File: config.mk
export PLATFORM = sky130hd
export DESIGN_NAME = logic_function_bist
export DESIGN_NICKNAME = d
export VERILOG_FILES = /design/src/rtl/lf_bist_pkg.sv /design/src/rtl/lf_expect_lut.sv /design/src/rtl/logic_function_bist.sv
export SDC_FILE = /design/constraint.sdc
export NUM_CORES = 1
export LEC_CHECK = 0
export ABC_AREA = 1
export BUFFER_PORTS_ARGS = -buffer_cell sky130_fd_sc_hd__buf_2
export CAP_MARGIN = 0
export CORE_MARGIN = 10
export CORE_UTILIZATION = 40
export CTS_BUF_LIST = sky130_fd_sc_hd__clkbuf_2 sky130_fd_sc_hd__clkbuf_4 sky130_fd_sc_hd__clkbuf_8
export DETAILED_ROUTE_END_ITERATION = 10
export GPL_TIMING_DRIVEN = 1
export PLACE_DENSITY = 0.66
export SYNTH_ARGS = -nofsm -noshare
export SYNTH_HDL_FRONTEND = slang
export SYNTH_SLANG_ARGS = --single-unit
export TNS_END_PERCENT = 50
File: constraint.sdc
create_clock -name clk -period 2.17 [get_ports clk]
set_input_delay 0.1085 -clock clk [delete_from_list [all_inputs] [get_ports clk]]
set_output_delay 0.1085 -clock clk [all_outputs]
set_load 0.005 [all_outputs]
File: src/rtl/lf_bist_pkg.sv
// lf_bist_pkg: shared state encoding, golden tables and mismatch counter for the logic_functions BIST
package lf_bist_pkg;
  typedef enum logic [1:0] {IDLE, SETTLE, CHECK, DONE} state_e;
  localparam logic [7:0] LF_EXP_O1 = 8'hAC;
  localparam logic [7:0] LF_EXP_O2 = 8'h80;
  function automatic logic [1:0] popcount2(input logic [1:0] x);
    return {x[1] & x[0], x[1] ^ x[0]};
  endfunction
endpackage

File: src/rtl/lf_expect_lut.sv
// lf_expect_lut: golden {O1,O2} lookup for a given input vector
module lf_expect_lut #(
  parameter int N_IN = 3,
  parameter logic [2**N_IN-1:0] EXP_O1 = lf_bist_pkg::LF_EXP_O1,
  parameter logic [2**N_IN-1:0] EXP_O2 = lf_bist_pkg::LF_EXP_O2
) (
  input  logic [N_IN-1:0] vec_i,
  output logic [1:0]      exp_o
);
  assign exp_o = {EXP_O1[vec_i], EXP_O2[vec_i]};
endmodule

File: src/rtl/logic_function_bist.sv
// logic_function_bist: sweeps all input vectors into logic_functions and checks O1/O2 against golden tables
module logic_function_bist
  import lf_bist_pkg::*;
#(
  parameter int N_IN = 3,
  parameter int SETTLE_CYCLES = 4,
  parameter logic [2**N_IN-1:0] EXP_O1 = LF_EXP_O1,
  parameter logic [2**N_IN-1:0] EXP_O2 = LF_EXP_O2
) (
  input  logic            clk,
  input  logic            rst_n,
  input  logic            start,
  input  logic [1:0]      obs,
  output logic [N_IN-1:0] vec,
  output logic            busy,
  output logic            done,
  output logic            pass,
  output logic [N_IN+1:0] err_count,
  output logic            fail_valid,
  output logic [N_IN-1:0] fail_vec,
  output logic [1:0]      fail_obs
);
  localparam int CW = SETTLE_CYCLES > 1 ? $clog2(SETTLE_CYCLES) : 1;
  localparam logic [CW-1:0] CNT_LAST = CW'(SETTLE_CYCLES - 1);
  localparam logic [N_IN-1:0] VEC_LAST = '1;
  state_e          state_q;
  logic [CW-1:0]   cnt_q;
  logic [N_IN-1:0] vec_q, fvec_q;
  logic [N_IN+1:0] err_q, err_d;
  logic [N_IN+2:0] sum;
  logic [1:0]      fobs_q, exp_obs, mis;
  logic            fv_q;
  lf_expect_lut #(.N_IN(N_IN), .EXP_O1(EXP_O1), .EXP_O2(EXP_O2)) u_lut (
    .vec_i(vec_q),
    .exp_o(exp_obs)
  );
  assign mis   = obs ^ exp_obs;
  assign sum   = {1'b0, err_q} + (N_IN + 3)'(popcount2(mis));
  assign err_d = sum[N_IN+2] ? '1 : sum[N_IN+1:0];
  always_ff @(posedge clk or negedge rst_n) begin
    if (!rst_n) begin
      state_q <= IDLE;
      cnt_q   <= '0;
      vec_q   <= '0;
      err_q   <= '0;
      fv_q    <= 1'b0;
      fvec_q  <= '0;
      fobs_q  <= '0;
    end else begin
      case (state_q)
        IDLE, DONE: if (start) begin
          state_q <= SETTLE;
          cnt_q   <= '0;
          vec_q   <= '0;
          err_q   <= '0;
          fv_q    <= 1'b0;
          fvec_q  <= '0;
          fobs_q  <= '0;
        end
        SETTLE: if (cnt_q == CNT_LAST) state_q <= CHECK;
                else cnt_q <= cnt_q + CW'(1);
        CHECK: begin
          err_q <= err_d;
          if (|mis && !fv_q) begin
            fv_q   <= 1'b1;
            fvec_q <= vec_q;
            fobs_q <= obs;
          end
          if (vec_q == VEC_LAST) state_q <= DONE;
          else begin
            vec_q   <= vec_q + N_IN'(1);
            cnt_q   <= '0;
            state_q <= SETTLE;
          end
        end
        default: state_q <= IDLE;
      endcase
    end
  end
  assign vec        = vec_q;
  assign busy       = state_q == SETTLE || state_q == CHECK;
  assign done       = state_q == DONE;
  assign pass       = done && err_q == '0;
  assign err_count  = err_q;
  assign fail_valid = fv_q;
  assign fail_vec   = fvec_q;
  assign fail_obs   = fobs_q;
endmodule
# After elaboration in Yosys (flattened, before gate mapping)
# Memories as Yosys holds them, arrays and structs flattened.
# Index checks and enable logic that the tools add are counted.
[totals] out_inout_bits=17 ram_bits=0 in_bits=5 mem_bits_ro=16 reg_bits=18 mem_count=2 latch_bits=0
[op_classes] div_mod_pow=0 mux=23 order_cmp=1 n_eq_ne=10 mul=0 add_sub_neg=3 shifts=0 reduce_logical=14 n_bitwise=3
[memory_table] name="(no name shown)" words=8 word_bits=1 read_ports=1 rd_clocked_by_memory_dff=0 write_ports=0 line="lf_expect_lut.sv:10" text="assign exp_o = {EXP_O1[vec_i], EXP_O2[vec_i]};"
[memory_table] name="(no name shown)" words=8 word_bits=1 read_ports=1 rd_clocked_by_memory_dff=0 write_ports=0 line="lf_expect_lut.sv:10"
[op_table] op="$mux 2" n=7
[op_table] op="$pmux 2 s3" n=2
[op_table] op="$pmux 3 s2" n=2
[op_table] op="$mux 5" n=2
[op_table] op="$ne 2x2->1 const B" n=5
[op_table] op="$pmux 5 s2" n=1
[op_table] op="$mux 3" n=3
[op_table] op="$reduce_and 3->1" n=3
[op_table] op="$add 5x2->6" n=1
[op_table] op="$eq 2x2->1 const B" n=3
[op_table] op="$logic_not 5->1" n=1
[op_table] op="$lt 3x4->1 const B" n=1
[op_table] op="$mux 1" n=4
[op_table] op="$pmux 2 s2" n=1
[op_table] op="$reduce_and 2->1" n=2
[op_table] op="$reduce_or 2->1" n=2
[op_table] op="$add 3x1->3 const B" n=1
[op_table] op="$eq 3x3->1 const B" n=1
[op_table] op="$add 2x1->2 const B" n=1
[op_table] op="$eq 2x1->1 const B" n=1
[op_table] op="$logic_and 1x1->1" n=2
[op_table] op="$logic_not 2->1" n=1
[op_table] op="$pmux 1 s2" n=1
[op_table] op="$reduce_bool 2->1" n=1
[op_table] op="other kinds (5)" n=5

# Longest topological paths before layout
[depth] ltp_word=7 depth_mapped=14 mapped_depth_nobuf=14

# Hierarchy
# Synthesis repeated with hierarchy kept, for this count alone.
[unflattened] hier_cells=146 area_unflattened_um2=1118.6
[modules_own_cells] module="logic_function_bist" area_per_inst_um2=1093.5 cells_per_inst=140 n_inst=1
[modules_own_cells] module="lf_expect_lut" area_per_inst_um2=25.0 cells_per_inst=6 n_inst=1

# Worst setup path after synthesis
# No wires, ideal clock.
[synth_timing] kind="register to register" from="reg vec_q[0], in the netlist vec[0]" to="reg err_q[4], in the netlist err_count[4]" setup_slack_ns=-0.186 path_stages_with_launch=14 arrival_time_ns=2.240 setup_ns=0.117 synth_period_minus_slack_ns=2.356 required_time_ns=2.053 path_buffers=0 cell_sequence="dfrtp_1 -> ha_1 -> ha_1 -> xnor2_1 -> inv_1 -> ha_1 -> ha_1 -> fa_1 -> nand4_1 -> nand2_1 -> inv_1 -> nand2_1 -> nand2_1 -> nand2_1"
[synth_between] elab_chain_len=7 elab_cells_between_ends=10
[synth_rtl] item="start: declaration" line="logic_function_bist.sv:28" text="logic [N_IN-1:0] vec_q, fvec_q;"
[synth_rtl] item="start signal: assignment" line="logic_function_bist.sv:71" text="vec_q <= vec_q + N_IN'(1);"
[synth_rtl] item="$mem_v2 8x1"
[synth_rtl] item="$mux 1 (not written as such)" line="lf_expect_lut.sv:10"
[synth_rtl] item="$xor 2x2->2 *" line="logic_function_bist.sv:37" text="assign mis = obs ^ exp_obs;"
[synth_rtl] item="$xor 1x1->1 or $and 1x1->1 (tied branches)" line="lf_bist_pkg.sv:7" text="return {x[1] & x[0], x[1] ^ x[0]};"
[synth_rtl] item="$add 5x2->6 *" line="logic_function_bist.sv:38" text="assign sum = {1'b0, err_q} + (N_IN + 3)'(popcount2(mis));"
[synth_rtl] item="$mux 5 *" line="logic_function_bist.sv:39" text="assign err_d = sum[N_IN+2] ? '1 : sum[N_IN+1:0];"
[synth_rtl] item="$pmux 5 s2 *" line="logic_function_bist.sv:50" text="case (state_q)"
[synth_rtl] item="end signal: assignment" line="logic_function_bist.sv:63" text="err_q <= err_d;"
[synth_rtl] item="end: declaration" line="logic_function_bist.sv:29" text="logic [N_IN+1:0] err_q, err_d;"
# Every way passes the cells marked *; elsewhere a longest branch is shown, timed or not. The select of a mux whose other input is x is not followed.
# A chain may end at the register's enable or synchronous reset.

# Worst setup path in the final report
[layout_timing] from="reg vec_q[1], in the netlist vec[1]" to="reg err_q[4], in the netlist err_count[4]"
# Same word-level chain as after synthesis.

==> impl_metrics.env <==
export IMPL_synth_simple_gate_area_share_pct=28.7
export IMPL_syn_cell_area_um2=1110
export IMPL_power_density_nw_per_um2=1090
export IMPL_dieWidth_um=72.6
export IMPL_clock_sinks=18
export IMPL_cp_max_fo=3
export IMPL_num_antenna_cells=0
export IMPL_slew_headroom_pct=72.4
export IMPL_cp_required_ps=2400
export IMPL_final_antenna_net_count=0
export IMPL_cts_buffer_depth=2
export IMPL_cts_reportedPaths_clkPinSlew_ps=100
export IMPL_layout_common_cells="nand2_1, buf_2, dfrtp_1"
export IMPL_grt_util_all_layers_pct=9.18
export IMPL_hpwl_um=1920
export IMPL_path_class="reg -> reg"
export IMPL_avgSynthCellArea_um2=8.39
export IMPL_dpl_cell_area_um2=1320
export IMPL_rows=19
export IMPL_total_power_mw=1.48
export IMPL_met2_usage_pct=16.6
export IMPL_synth_compound_area_share_pct=6.89
export IMPL_post_route_drc_count=0
export IMPL_io_pins=22
export IMPL_worst_slew_pin_slew_ps=414
export IMPL_vias=921
export IMPL_swShare_pct=45.7
export IMPL_p_sw_mw=0.674
export IMPL_slew_viol_final=0
export IMPL_ys_warn_count=0
export IMPL_period_share_pct=102
export IMPL_synth_xor_area_share_pct=2.37
export IMPL_wl_per_cell_um=12.1
export IMPL_use_met3_pct=4.22
export IMPL_pwr_share_comb_pct=54.8
export IMPL_grt_overflow_total=0
export IMPL_final_common_cell="nand2_1"
export IMPL_max_freq_mhz=451
export IMPL_synthAdderAreaFrac_pct=14.2
export IMPL_worst_endpoint_arrival_ps=2450
export IMPL_syn_nets=149
export IMPL_start_util_pct=40.9
export IMPL_dp_cells=188
export IMPL_grt_pass1_vias=941
export IMPL_routed_wl_um=2330
export IMPL_hold_depth=3
export IMPL_min_period_ps=2220
export IMPL_crit_path_start_kind="flip-flop"
export IMPL_final_nets=180
export IMPL_dieArea_um2=5270
export IMPL_worstSkewPairLatency_ps=280
export IMPL_cts_buffers=3
export IMPL_ff2ff_path_depth=14
export IMPL_antenna_found_initial=0
export IMPL_drt_pass1_iterations=4
export IMPL_cp_end_kind="flip-flop"
export IMPL_violations="negative setup slack"
export IMPL_cts_root_buf="clkbuf_4"
export IMPL_internal_power_mw=0.802
export IMPL_fin_area_um2=1360
export IMPL_finalSetupTns_ps=-103
export IMPL_area_delta_synth_final_pct=22.5
export IMPL_leakage_nw=0.767
export IMPL_h_tree_depth=1
export IMPL_rsz0062_at_grt="true"
export IMPL_post_cts_buffers=0
export IMPL_core_um2=2710
export IMPL_yosysUniqueCellTypes=23
export IMPL_gp_congestion=0.831
export IMPL_final_core_util_pct=50.0
export IMPL_synth_top_family_by_area="simple AND/OR/NAND/NOR gates"
export IMPL_drt_iter0_markers=68
export IMPL_hold_viol=0
export IMPL_syn_inst=132
export IMPL_cts_tree="done"
export IMPL_die_y_um=72.6
export IMPL_pwr_share_clk_pct=11.0
export IMPL_peakVddDrop_mv=0.627
export IMPL_setup_viol_count_final=3
export IMPL_top_usage_layer="met2"
export IMPL_synthMuxAreaShare_pct=0
export IMPL_finalNonFillerCells=192
export IMPL_ys_ff_latch=18
export IMPL_viasPerCell=4.80
export IMPL_io_buffers=21
export IMPL_status="finished, violations left"
export IMPL_ys_seq_area_share_pct=40.7
export IMPL_use_met1_pct=9.38
export IMPL_pre_cts_ws_ps=-91.2
export IMPL_hp_class="in -> reg"
export IMPL_grt_pass1_wl_um=3990
export IMPL_grt_max_degree=19
export IMPL_setup_ws_ps=-48.0
export IMPL_whs_ps=83.0
export IMPL_cap_violations=0
export IMPL_finalClockSkew_ps=3.16
export IMPL_seqPwrFrac_pct=34.2
export IMPL_drive_gt1_share_pct=28.6
Yosys cell counts, drive strengths merged:
| library cell | count | area [µm²] |
|---|---|---|
| xor2 | 1 | 8.76 |
| fa | 1 | 20.0 |
| o21ai | 10 | 50.0 |
| nor2 | 5 | 35.0 |
| ha | 11 | 138 |
| xnor2 | 2 | 17.5 |
| buf | 1 | 5.00 |
| a21oi | 3 | 26.3 |
| nand4 | 3 | 18.8 |
| inv | 19 | 73.8 |
| or2 | 1 | 6.26 |
| dfrtp | 18 | 450 |
| nand3 | 10 | 55.1 |
| nand2 | 46 | 198 |
| nor3 | 1 | 5.00 |
worst max-delay path: stages, from the launching register on:
cell     delay [ps]
dfrtp_1         410
ha_2            200
ha_4            160
xnor2_2         130
inv_1            60
ha_1            270
ha_2            190
fa_2            380
nand3_2          70
nand2_1          50
nand2_1          60
inv_1            30
nand2_1          40
nand2_1          50
nand2_1          60
layer usage:
metal	share of wire [%]	wire length [µm]
met3	6.0	139
met2	50	1160
met5	0	0
met4	0.73	17
met1	43	1010
final cells by class:
type / count / area, µm²
Clock buffer: 3 / 22.5
Fill cell: 271 / 1350
Timing Repair Buffer: 27 / 153
Inverter: 19 / 73.8
Sequential cell: 18 / 450
Tap cell: 31 / 38.8
Multi-Input combinational cell: 94 / 618
logic make-up after synthesis:
| logic type | count (synthesis) |
|---|---|
| adder cells (fa/ha/maj) | 12 |
| flip-flops | 18 |
| AND/OR/NAND/NOR | 66 |
| buffers and inverters | 20 |
| XOR/XNOR | 3 |
| AO/OA/AOI/OAI | 13 |
power groups by stage:
stage | Sequential (mW) | Clock, mW | Combinational [mW]
after floorplan | 0.504 | 0 | 0.582
after global placement | 0.510 | 0 | 0.789
after detailed placement | 0.513 | 0 | 0.815
after CTS | 0.508 | 0.170 | 0.824
after global routing | 0.524 | 0.180 | 0.913
final | 0.505 | 0.162 | 0.808
flip-flops by register name, summed over array words and instances (netlist names):
register,flops
cnt_q,2
fail_vec,3
vec,3
fail_obs,2
state_q,2
fail_valid,1
err_count,5
path summary, 6_finish.rpt:
| kind | to | slack [ps] | startpoint |
|---|---|---|---|
| worst max register to register | err_count[4] | -50 | vec[1] |
| max in group asynchronous | cnt_q[0] | 1610 | rst_n |
| min in group asynchronous | fail_obs[0] | 270 | rst_n |
| worst min-delay path | fail_obs[1] | 80 | obs[1] |
| worst min register to register | fail_obs[0] | 480 | fail_obs[0] |
| worst max-delay path | err_count[4] | -50 | vec[1] |
timing repair:
item	CTS	global route
endpoints found under the setup margin	3	4
hold endpoints to repair	18	0
pin swaps	2	0
gates resized for setup	1	1
gates cloned	0	0
hold buffers	1	0
(Power assumes the default switching activity.)
